--- src/rtl/log_pkg.sv ---
// Shared constants and helpers for the log-domain datapath (encoder, multipliers, FIR taps).
package log_pkg;

  localparam int unsigned DefWidth    = 16;
  localparam int unsigned DefQp       = 12;
  localparam int unsigned DefLen      = 8;
  localparam int unsigned DefLogWidth = 17;
  localparam int unsigned DefLogFrac  = 12;

  // Integer part lands above the fraction; callers truncate to their log word width.
  function automatic int log_pack(input int int_part, input int frac, input int frac_bits);
    return (int_part << frac_bits) + frac;
  endfunction

endpackage

--- src/rtl/leading_one_detect.sv ---
// Combinational leading-one detector: index of the most significant set bit plus an any-one flag.
module leading_one_detect #(
  parameter int unsigned WIDTH = 16,
  parameter int unsigned PosW  = $clog2(WIDTH)
) (
  input  logic [WIDTH-1:0] i_mag,
  output logic [PosW-1:0]  o_pos,
  output logic             o_any
);

  always_comb begin
    o_pos = '0;
    o_any = 1'b0;
    for (int i = 0; i < WIDTH; i++) begin
      if (i_mag[i]) begin
        o_pos = PosW'(i);
        o_any = 1'b1;
      end
    end
  end

endmodule

--- src/rtl/log_vec_encoder.sv ---
// Linear-to-log (Mitchell) encoder that packs LEN converted samples into one vector per handoff.
module log_vec_encoder
  import log_pkg::*;
#(
  parameter int unsigned WIDTH     = DefWidth,
  parameter int unsigned QP        = DefQp,
  parameter int unsigned LEN       = DefLen,
  parameter int unsigned LOG_WIDTH = DefLogWidth,
  parameter int unsigned LOG_FRAC  = DefLogFrac
) (
  input  logic                     i_clk,
  input  logic                     i_rst_n,
  input  logic [WIDTH-1:0]         i_data,
  input  logic                     i_valid,
  output logic                     o_ready,
  output logic [LEN*LOG_WIDTH-1:0] o_vec_packed,
  output logic [LEN-1:0]           o_vec_packed_sign,
  output logic [LEN-1:0]           o_vec_packed_valid,
  output logic                     o_valid,
  input  logic                     i_ready
);

  localparam int unsigned CntW = $clog2(LEN + 1);
  localparam int unsigned PosW = $clog2(WIDTH);

  logic [CntW-1:0]               r_acc_cnt, r_wr_cnt, w_acc_cnt_d, w_wr_cnt_d;
  logic                          r_out_valid, w_out_valid_d;
  logic                          r_in_vld;
  logic [WIDTH-1:0]              r_in_data;
  logic                          r_s1_vld, r_s1_sign, r_s1_zero;
  logic [WIDTH-1:0]              r_s1_mag;
  logic [LEN-1:0][LOG_WIDTH-1:0] r_slot_log;
  logic [LEN-1:0]                r_slot_sign, r_slot_nz;
  logic                          w_accept, w_handoff;
  logic [WIDTH-1:0]              w_mag, w_norm;
  logic [PosW-1:0]               w_pos;
  logic                          w_any;
  logic [LOG_FRAC-1:0]           w_frac;
  logic [LOG_WIDTH-1:0]          w_log;

  assign o_ready   = (r_acc_cnt < CntW'(LEN));
  assign w_accept  = i_valid & o_ready;
  assign w_handoff = r_out_valid & i_ready;

  // -2^(WIDTH-1) wraps to itself, which is the correct unsigned magnitude.
  assign w_mag = r_in_data[WIDTH-1] ? (~r_in_data + WIDTH'(1)) : r_in_data;

  leading_one_detect #(
    .WIDTH (WIDTH),
    .PosW  (PosW)
  ) u_lod (
    .i_mag (r_s1_mag),
    .o_pos (w_pos),
    .o_any (w_any)
  );

  assign w_norm = r_s1_mag << (PosW'(WIDTH - 1) - w_pos);
  // Drop the implicit leading one and keep the top LOG_FRAC mantissa bits.
  assign w_frac = LOG_FRAC'(w_norm >> (WIDTH - 1 - LOG_FRAC));
  assign w_log  = w_any ? LOG_WIDTH'(log_pack(int'(w_pos) - int'(QP), int'(w_frac),
                                              int'(LOG_FRAC)))
                        : '0;

  always_comb begin
    w_acc_cnt_d   = r_acc_cnt;
    w_wr_cnt_d    = r_wr_cnt;
    w_out_valid_d = r_out_valid;
    if (w_handoff) begin
      w_acc_cnt_d   = '0;
      w_wr_cnt_d    = '0;
      w_out_valid_d = 1'b0;
    end else begin
      if (w_accept) w_acc_cnt_d = r_acc_cnt + CntW'(1);
      if (r_s1_vld) w_wr_cnt_d = r_wr_cnt + CntW'(1);
      if (r_wr_cnt == CntW'(LEN)) w_out_valid_d = 1'b1;
    end
  end

  always_ff @(posedge i_clk or negedge i_rst_n) begin
    if (!i_rst_n) begin
      r_acc_cnt   <= '0;
      r_wr_cnt    <= '0;
      r_out_valid <= 1'b0;
      r_in_vld    <= 1'b0;
      r_in_data   <= '0;
      r_s1_vld    <= 1'b0;
      r_s1_sign   <= 1'b0;
      r_s1_zero   <= 1'b0;
      r_s1_mag    <= '0;
    end else begin
      r_acc_cnt   <= w_acc_cnt_d;
      r_wr_cnt    <= w_wr_cnt_d;
      r_out_valid <= w_out_valid_d;
      r_in_vld    <= w_accept;
      if (w_accept) r_in_data <= i_data;
      r_s1_vld <= r_in_vld;
      if (r_in_vld) begin
        r_s1_sign <= r_in_data[WIDTH-1];
        r_s1_mag  <= w_mag;
        r_s1_zero <= (r_in_data == '0);
      end
    end
  end

  always_ff @(posedge i_clk or negedge i_rst_n) begin
    if (!i_rst_n) begin
      r_slot_log  <= '0;
      r_slot_sign <= '0;
      r_slot_nz   <= '0;
    end else begin
      for (int k = 0; k < LEN; k++) begin
        if (r_s1_vld && (r_wr_cnt == CntW'(k))) begin
          r_slot_log[k]  <= r_s1_zero ? '0 : w_log;
          r_slot_sign[k] <= r_s1_sign & ~r_s1_zero;
          r_slot_nz[k]   <= ~r_s1_zero;
        end
      end
    end
  end

  assign o_vec_packed       = r_slot_log;
  assign o_vec_packed_sign  = r_slot_sign;
  assign o_vec_packed_valid = r_slot_nz;
  assign o_valid            = r_out_valid;

endmodule

--- config.mk ---
export PLATFORM = sky130hd
export DESIGN_NAME = log_vec_encoder
export DESIGN_NICKNAME = d
export VERILOG_FILES = /design/src/rtl/log_pkg.sv /design/src/rtl/leading_one_detect.sv /design/src/rtl/log_vec_encoder.sv
export SDC_FILE = /design/constraint.sdc
export NUM_CORES = 1
export LEC_CHECK = 0
export CAP_MARGIN = 5
export CORE_UTILIZATION = 35
export DETAILED_ROUTE_END_ITERATION = 10
export DONT_BUFFER_PORTS = 1
export GPL_TIMING_DRIVEN = 0
export PLACE_DENSITY = 0.6
export SLEW_MARGIN = 25
export SYNTH_ARGS = -nofsm -noshare
export SYNTH_HDL_FRONTEND = slang
export SYNTH_SLANG_ARGS = --single-unit
--- constraint.sdc ---
create_clock -name i_clk -period 3.85 [get_ports i_clk]
set_input_delay 0.385 -clock i_clk [delete_from_list [all_inputs] [get_ports i_clk]]
set_output_delay 0.385 -clock i_clk [all_outputs]
set_load 0.03 [all_outputs]
# Word level (Yosys, flattened, before mapping)
# Cells that the tools add are included.
# totals
ramBits	0
input_bits	20
mem_count	0
latchBits	0
mem_bits_ro	0
reg_bits	197
elab_cells	107
# classes
shifts	1
n_addsub	6
div	0
n_bitwise	5
reduce_logical	13
multipliers	0
eq_ne	8
order_cmp	1
n_mux	40
# op_table
operator	n
4-bit 2-to-1 mux	12
17-bit 2-to-1 mux	2
1-bit 2-to-1 mux	19
17-bit by 13-bit adder with 17-bit output	1
16-bit by 1-bit adder with 16-bit output, second input constant	1
4-bit by 3-bit equality test with 1-bit output, second input constant	4
16-bit logical NOT	1
16-bit 2-to-1 mux	1
16-bit inverter	1
16-bit by 4-bit left shift with 15-bit output	1
3-bit 2-to-1 mux	4
4-bit by 1-bit adder with 4-bit output, second input constant	2
4-bit by 2-bit equality test with 1-bit output, second input constant	2
1-bit logical AND	8
2-bit nonzero test	3
4-bit by 4-bit subtractor with 5-bit output, second input constant	1
4-bit by 1-bit equality test with 1-bit output, second input constant	1
4-bit equality test, second input constant	1
4-bit logical NOT	1
4-bit less-than comparator, second input constant	1
2-bit 2-to-1 mux	2
4-bit subtractor, first input constant	1
1-bit AND	3
1-bit inverter	1

# Logic depth before layout (Yosys ltp)
# Gate-level depths: netlist of the first run.
# depth
ltp_word	20
depth_mapped	10

# By module
# From an unflattened synthesis of the first run, not the netlist that was laid out.
# hier_totals
cells_unflattened	807
area_unflattened_um2	8380.5
# modules_own_cells
mod	cells_per_inst	instances	area_per_inst_um2
log_vec_encoder	778	1	8219.1
leading_one_detect	29	1	161.4

# Worst setup path after synthesis of the first run
# No wires, ideal clock.
# synth_path
kind	reg2reg
start	register r_s1_mag[2]
end	register r_slot_log, in the netlist o_vec_packed[110]
path_stages_with_launch	8
arrival_ns	2.253
setup_time_ns	0.137
path_slack_ns	1.460
synth_period_minus_slack_ns	2.390
t_required_ns	3.713
path_buffers	0
cell_sequence	dfrtp_1 nand2b_2 a221oi_4 o211ai_2 a21oi_2 mux4_2 a21oi_2 o31ai_1
# synth_via
elab_chain_cells	19
elab_cells_between_ends	33
cone_classes	2 x add/sub; 1 x shift; 30 x mux
# synth_lines
item	line	rtl
from (decl)	log_vec_encoder.sv:31	logic [WIDTH-1:0] r_s1_mag;
from (signal assigned)	log_vec_encoder.sv:99	r_s1_mag <= w_mag;
2-bit 2-to-1 mux (2 in a row)	leading_one_detect.sv:15	if (i_mag[i]) begin
3-bit 2-to-1 mux (4 in a row)	leading_one_detect.sv:15	
4-bit 2-to-1 mux (8 in a row)	leading_one_detect.sv:15	
4-bit subtractor	log_vec_encoder.sv:57	assign w_norm = r_s1_mag << (PosW'(WIDTH - 1) - w_pos);
16-bit by 4-bit left shift with 15-bit output	log_vec_encoder.sv:57	
17-bit by 13-bit adder with 17-bit output	log_pkg.sv:12	return (int_part << frac_bits) + frac;
17-bit 2-to-1 mux (*)	log_vec_encoder.sv:60	assign w_log = w_any ? LOG_WIDTH'(log_pack(int'(w_pos) - int'(QP), int'(w_frac),
17-bit 2-to-1 mux (*)	log_vec_encoder.sv:113	r_slot_log[k] <= r_s1_zero ? '0 : w_log;
to (signal, indexed assignment)	log_vec_encoder.sv:113	
to (decl)	log_vec_encoder.sv:32	logic [LEN-1:0][LOG_WIDTH-1:0] r_slot_log;
# Every way passes the cells marked *; elsewhere a longest branch is shown, timed or not.
# A chain may end at the register's enable or synchronous reset.

# Worst setup path in the final report of the first run
# layout_path
start	register r_s1_mag[3]
end	register r_slot_log, in the netlist o_vec_packed[128]
# layout_via
elab_chain_cells	18
elab_cells_between_ends	31
cone_classes	2 x add/sub; 1 x shift; 28 x mux
# layout_lines
item	line
2-bit 2-to-1 mux	leading_one_detect.sv:15
3-bit 2-to-1 mux (4 in a row)	leading_one_detect.sv:15
4-bit 2-to-1 mux (8 in a row)	leading_one_detect.sv:15
4-bit subtractor	log_vec_encoder.sv:57
16-bit by 4-bit left shift with 15-bit output	log_vec_encoder.sv:57
17-bit by 13-bit adder with 17-bit output	log_pkg.sv:12
17-bit 2-to-1 mux (*)	log_vec_encoder.sv:60
17-bit 2-to-1 mux (*)	log_vec_encoder.sv:113
# Marks and branches as above.

==> results.md, run 1 <==
* Status: complete, but fails checks
* Violated checks: design-rule violations, negative hold slack
* Die area at 27410 sq um
* Async set-reset flop share out of synthesis at 1.000
* Average wire per standard cell at 21.87 um
* Synth top area cells: dfrtp_1 53%, nand2_1 6.5%, o21ai_0 5.0%
* Post-Syn Area at 9361 sq um
* Count leader, synth: dfrtp_1
* 1st-iter DRT viols at 843
* Clock latency on the worst-skew pair at 0.44 ns
* Antenna-violating nets left at 0
* Net Sw Frac at 0.5389
* Die Width at 165.5 um
* Yosys warning total at 0
* Final worst slack at 0.7126 ns
* Total CTS buffers at 17
* Final setup viols at 0
* Worst-Margin Slew at 0.8873 ns
* RD Place Congestion at 0.9312
* # DRC at 47
* Post-synth top cells: 197 x dfrtp_1, 161 x nand2_1, 93 x o21ai_0, 82 x nor2_1, 49 x clkbuf_1
* Cell internal pwr at 5.155 mW
* Mean post-synth cell area at 10.00 sq um
* Iteration count of the initial detailed-routing pass at 9
* Resized Gates After CTS at 0
* Vias in the first global route at 7075
* Via Count at 7268
* First-pass GRT wire length at 43.19 mm
* Lkg Pwr at 4.365 nW
* Clk root buf: clkbuf_16
* Pre-CTS setup slack at 0.8452 ns
* Rows at 59
* Io pins at 174
* Post-synth EDFFs at 0
* Final clock period utilization by the worst path at 0.8149
* Psw at 6.026 mW
* Synth unique cells at 79
* Reg clk slew, reported paths at 0.09 ns
* Clock H-tree levels at 4
* Initial Utilization at 0.3582
* Initial antenna violation count at 0
* # fillers at 2626
* Synthesized netlist cell count at 936
* Post-synthesis net count at 963
* Final slew viol count at 0
* Max-slew headroom at 0.3931
* Layout cells sized above 1 at 0.1259
* Postcts setup bufs at 0
* Hold WS at -0.3716 ns
* DIE HEIGHT at 165.5 um
* Max Cap Viol at 0
* Kind of critical path: reg -> reg
* Share of power burned in registers at 0.473
* Worst Setup Start Kind: flip-flop
* Multi-input logic area at 4093 sq um
* CTS tree: done
* CTS Sinks at 197
* Dpl hpwl at 20.22 mm
* Arr. time, crit path at 3.43 ns
* RSZ-0062 raised after global routing: false
* Worst EP required at 4.14 ns
* Slowest-stage cell, CP: a2111oi_0
* Largest net degree at the start of global routing at 198
* Crit path max fanout at 10
* # diodes at 0
* Clock power frac at 0.163
* Synth top area share at 0.5266
* IO Port Bufs at 0
* Maximum clock insertion buffer count at 2
* Setup crit end kind: flip-flop
* Worst path cell trace: nor2_1, o31ai_1, a31oi_2, a2111oi_0, a31oi_2, a21oi_2, o31ai_1
* Register area at 4930 sq um
* Fin. Hold Viols at 197
* Comb pwr share at 0.364
* Total track usage at 0.2110
* Grt total ovfl at 0
* Final Power at 11.18 mW
* Hold WC Path Type: in -> async
* Fmax achieved at 318.7 MHz
* Seq/Total Area, Yosys at 0.5266
* Core box area at 26130 sq um
* Top FF cell, synth: dfrtp_1
* Via density per instance at 5.574
* Min cycle time layout at 3.137 ns
* Synth-to-layout area growth at 11.08%
* Peak supply drop at 0.0003719 V
* Final nets at 983
* Register bit total from synthesis at 197
* Clock Skew at 0.01484 ns
* Setup_tns at 0 ns
* Post-synth top area cell: dfrtp_1
* Critical Path Max Stage Delay at 0.79 ns
* Pwr dens at 1075 nW/um^2
* Routed WL at 28.52 mm
[cell families (layout without fill, tap and decap cells)]
family / Yosys count / after routing / synth area share
AOI/OAI and AO/OA: 274 / 274 / 0.2078
DFF: 197 / 197 / 0.5266
and+or+nand+nor: 340 / 340 / 0.1755
adders and majority gates: 7 / 7 / 0.009355
muxes: 22 / 22 / 0.02700
xor gates and xnor gates: 18 / 18 / 0.01684
buffers and inverters: 78 / 111 / 0.03689
[layer usage]
layer  share of wire  wire length, um  track usage  vias up
met3           0.087             2493      0.04645       38
met2            0.47            13380       0.3428      274
met1            0.42            12070       0.2815     3596
li1                -                -            -     3360
met5               0                0            0        -
met4           0.020              581      0.05909        0
[critical path: cells and delay by family (launching register included)]
kind | cells | cell delay [ns]
AOI/OAI and AO/OA | 6 | 2.29
DFF | 1 | 0.54
and+or+nand+nor | 1 | 0.15
[final timing paths]
| check | from | to | slack [ns] | depth (start not counted) |
|---|---|---|---|---|
| min in group i_clk | i_ready | o_valid | 0.04 | 1 |
| worst max register to register | r_s1_mag[3] | o_vec_packed[128] | 0.71 | 7 |
| worst max-delay path | r_s1_mag[3] | o_vec_packed[128] | 0.71 | 7 |
| worst min-delay path | i_rst_n | o_vec_packed[100] | -0.37 | 0 |
| max in group asynchronous | i_rst_n | r_s1_mag[11] | 3.88 | 0 |
| worst min register to register | r_in_vld | r_s1_vld | 0.41 | 0 |
[cell type report]
cell class              count  area share
clock buffers              18     0.04127
flip-flops and latches    197      0.4741
clock inverters            14     0.01709
multi-input cells         661      0.3936
well taps                 335     0.04031
repair buffers              1   0.0004813
plain buffers              65     0.02828
inverters                  13    0.004933
[power groups by stage]
stage,Sequential [mW],Clock (mW),Combinational [mW]
after floorplan,4.97,0,2.97
after detailed placement,5.34,0,4.02
final,5.28,1.83,4.07
after CTS,5.29,1.87,4.04
after global routing,5.41,1.93,4.46
after global placement,5.30,0,3.94
[stage by stage]
step / hold WS, ns / utilization / area (sq um) / instances
floorplan: 0.08941 / - / 9361 / 936
global placement: 0.09294 / 0.3743 / 9781 / 1271
detailed placement: 0.09322 / 0.3747 / 9792 / 1272
CTS: -0.3813 / 0.3979 / 10400 / 1304
global route: -0.3880 / 0.3979 / 10400 / 1304
finish: -0.3716 / 0.3979 / 10400 / 1304
[cell usage in the layout, fill, tap and decap left out, drive strengths merged, types with 11 or more instances in the layout]
cell,Yosys,routed
a21oi,32,32
a31oi,31,31
buf,16,17
clkbuf,49,67
dfrtp,197,197
inv,13,20
mux2,16,16
nand2,163,163
nand3,26,26
nand4,11,11
nor2,85,85
nor3,12,12
o21ai,112,112
o31ai,50,50
xor2,15,15
[registers in the layout, summed over array words and instances, names as in the netlist]
| register | flops |
|---|---|
| r_s1_sign | 1 |
| r_acc_cnt | 4 |
| r_in_vld | 1 |
| r_s1_zero | 1 |
| o_vec_packed | 136 |
| r_in_data | 16 |
| o_vec_packed_sign | 8 |
| r_wr_cnt | 4 |
| r_s1_mag | 16 |
| o_vec_packed_valid | 8 |
| r_s1_vld | 1 |
| o_valid | 1 |
Power figures use the tool's default switching activity.
==> run 2: changes to the inputs <==
--- a/config.mk
+++ b/config.mk
@@ -5,12 +5,13 @@
 export SDC_FILE = /design/constraint.sdc
 export NUM_CORES = 1
 export LEC_CHECK = 0
+export ABC_AREA = 1
 export CAP_MARGIN = 5
 export CORE_UTILIZATION = 35
 export DETAILED_ROUTE_END_ITERATION = 10
 export DONT_BUFFER_PORTS = 1
 export GPL_TIMING_DRIVEN = 0
-export PLACE_DENSITY = 0.6
+export PLACE_DENSITY = 0.62
 export SLEW_MARGIN = 25
 export SYNTH_ARGS = -nofsm -noshare
 export SYNTH_HDL_FRONTEND = slang
==> constraint.sdc (replaced) <==
create_clock -name i_clk -period 2.85 [get_ports i_clk]
set_input_delay 0.285 -clock i_clk [delete_from_list [all_inputs] [get_ports i_clk]]
set_output_delay 0.285 -clock i_clk [all_outputs]
set_load 0.03 [all_outputs]
==> results.md, run 2 <==
* Die area at 25170 sq um (-8.2%)
* CTS tree: done
* Worst-Margin Slew at 0.9392 ns (+0.05188 ns)
* Post-synth EDFFs at 0 (unchanged)
* Top FF cell, synth: dfrtp_1
* Hold WS at -0.4449 ns (-0.07329 ns)
* Synth-to-layout area growth at 13.61%
* Most common cell after layout, fill and taps aside: nand2_1
* Maximum clock insertion buffer count at 2 (unchanged)
* Synth top area cells: dfrtp_1 57%, nand2_1 15%, nand3_1 5.1%
* Yosys warning total at 0 (unchanged)
* Initial Utilization at 0.3616 (+0.003390)
* Average wire per standard cell at 19.36 um (-11%)
* Core box area at 23750 sq um (-9.1%)
* Register bit total from synthesis at 197 (unchanged)
* Via density per instance at 5.095 (-8.6%)
* Reg clk slew, reported paths at 0.07 ns (-0.02 ns)
* Buf+Inv Stages, Crit Path at 1 (+1)
* Resized Gates After CTS at 0 (unchanged)
* Final setup viols at 0 (unchanged)
* Total track usage at 0.2109 (about the same)
* Most common cell type on the critical path: nand3_1
* Seq/Total Area, Yosys at 0.5739 (+0.04733)
* RSZ-0062 raised after global routing: false
* Crit path max fanout at 10 (unchanged)
* Status: complete, but fails checks
* First-pass GRT wire length at 39.30 mm (-9.0%)
* Setup_tns at 0 ns (unchanged)
* IO Port Bufs at 0 (unchanged)
* Worst Setup Start Kind: flip-flop
* Largest net degree at the start of global routing at 198 (unchanged)
* Total CTS buffers at 17 (unchanged)
* Antenna-violating nets left at 0 (unchanged)
* Slowest-stage cell, CP: dfrtp_1
* Post-synth top cells: 344 x nand2_1, 197 x dfrtp_1, 88 x nand3_1, 85 x o21ai_0, 56 x inv_1
* Postcts setup bufs at 0 (unchanged)
* Setup crit start: r_s1_mag[3]
* Setup crit end kind: flip-flop
* Post-Syn Area at 8589 sq um (-8.2%)
* Worst-case reg-to-reg path depth at 11 (+4)
* Clock latency on the worst-skew pair at 0.43 ns (about the same)
* RD Place Congestion at 0.8551 (-8.2%)
* Post-synthesis net count at 1005 (+4.4%)
* Synth top area share at 0.5739 (+0.04733)
* Max-slew headroom at 0.3715 (-0.02160)
* RR Startpoint: r_s1_mag[3]
* Arr. time, crit path at 3.00 ns (-0.43 ns)
* Clk root buf: clkbuf_16
* Initial antenna violation count at 0 (unchanged)
* Count leader, synth: nand2_1
* Reg2Reg Capture Point: o_vec_packed[90]
* # diodes at 0 (unchanged)
* Commonest non-fill, non-tap cells in the layout: 344 x nand2_1, 197 x dfrtp_1, 88 x nand3_1
* Synth unique cells at 38 (-52%)
* Io pins at 174 (unchanged)
* CTS Sinks at 197 (unchanged)
* Iteration count of the initial detailed-routing pass at 7 (-2)
* Final clock period utilization by the worst path at 0.9411 (+0.1262)
* Vias in the first global route at 6708 (-5.2%)
* # DRC at 0 (-100%)
* Grt total ovfl at 0 (unchanged)
* Kind of critical path: reg -> reg
* Layout cells sized above 1 at 0.07895 (-0.04696)
* Synthesized netlist cell count at 978 (+4.5%)
* Hold WC Path Type: in -> async
* Clock Skew at 0.01232 ns (-0.002520 ns)
* Routed WL at 26.04 mm (-8.7%)
* Fin. Hold Viols at 197 (unchanged)
* Violated checks: negative hold slack
* Crit path max-delay family: simple AND/OR/NAND/NOR gates
* Fmax achieved at 372.8 MHz (+17%)
* CP endpoint: o_vec_packed[90]
* Dpl hpwl at 17.88 mm (-12%)
* Mean post-synth cell area at 8.783 sq um (-12%)
* Max Cap Viol at 0 (unchanged)
* Final slew viol count at 0 (unchanged)
* Stages on worst setup path at 11 (+4)
* Worst path cell trace: o21ai_0, nand3_1, nand2_1, nand2_1, a31oi_4, clkbuf_1, nand3_1, nand3_1, nand3_2, nand3_1, nand2_1
* Die Width at 158.7 um (-4.2%)
* Post-synth top area cell: dfrtp_1
* Cts hold-fix bufs at 16
* Via Count at 6853 (-5.7%)
* Final nets at 1040 (+5.8%)
* Critical Path Max Stage Delay at 0.48 ns (-0.31 ns)
* Rows at 56 (-5.1%)
* Reg2Reg Setup Slack at 0.17 ns (-0.54 ns)
* Clock H-tree levels at 4 (unchanged)
* 1st-iter DRT viols at 552 (-35%)
* Largest register FFs at 136 (unchanged)
* Worst EP required at 3.16 ns (-0.98 ns)
* Min cycle time layout at 2.682 ns (-0.4553 ns)
* DIE HEIGHT at 158.7 um (-4.2%)
* Async set-reset flop share out of synthesis at 1.000 (unchanged)
-- run 2: cell types whose count changed in the layout (fill, tap and decap cells not counted), moves of 18 or more --
cell,delta
nor2_1,-54
nand2_1,+183
a21oi_1,-18
o31ai_1,-46
nand3_1,+62
inv_1,+45
a31oi_1,-27
-- run 2: cell families (layout without fill, tap and decap cells) --
family | count (synthesis) | in the layout | share of synthesized area
simple gates | 508 | 508 | 0.2559
flops | 197 | 197 | 0.5739
compound gates | 147 | 147 | 0.09789
buf+inv | 106 | 154 | 0.04880
xor+xnor | 13 | 13 | 0.01326
fa+ha+maj | 7 | 7 | 0.01020
-- run 2: how the worst min path moves through the flow --
stage / startpoint / to / slack (ns)
2_1_floorplan: i_rst_n / o_valid / -0.01
3_3_place_gp: i_rst_n / o_vec_packed[119] / -0.002
3_5_place_dp: i_rst_n / o_vec_packed[119] / -0.004
4_1_cts: i_rst_n / o_vec_packed[119] / -0.47
5_1_grt: i_rst_n / o_vec_packed[119] / -0.47
6_report: i_rst_n / o_vec_packed[119] / -0.44
-- run 2: routing by layer --
layer / GRT usage / routed length (um) / part of all wire
met5: 0 / 0 / 0
met4: 0.06685 / 528 / 0.020
met3: 0.06206 / 2097 / 0.081
met2: 0.3413 / 11950 / 0.46
met1: 0.2700 / 11470 / 0.44
-- run 2: stage by stage --
stage	worst slack (ns)	hold WS (ns)	area [sq um]	util	cells
2_1_floorplan	0.9446	-0.01059	8589	-	978
3_3_place_gp	0.2278	-0.002004	8989	0.3784	1297
3_5_place_dp	0.2334	-0.003978	8989	0.3784	1297
4_1_cts	0.2180	-0.4685	9758	0.4108	1345
5_1_grt	0.02556	-0.4688	9758	0.4108	1345
6_report	0.1678	-0.4449	9758	0.4108	1345
-- run 2: final cells by class --
type                       count  area (sq um)
inverter                      61         229.0
timing repair buffer          16         160.2
buffer                        45         190.2
tap                          319         399.1
fill                        2331         13990
sequential                   197          4930
multi-input combinational    675          3241
clock inverter                11         138.9
clock buffer                  21         470.5
Power of run 2 is not shown: default switching activity piles up to over one toggle a cycle in this logic, so the estimate is an artifact.
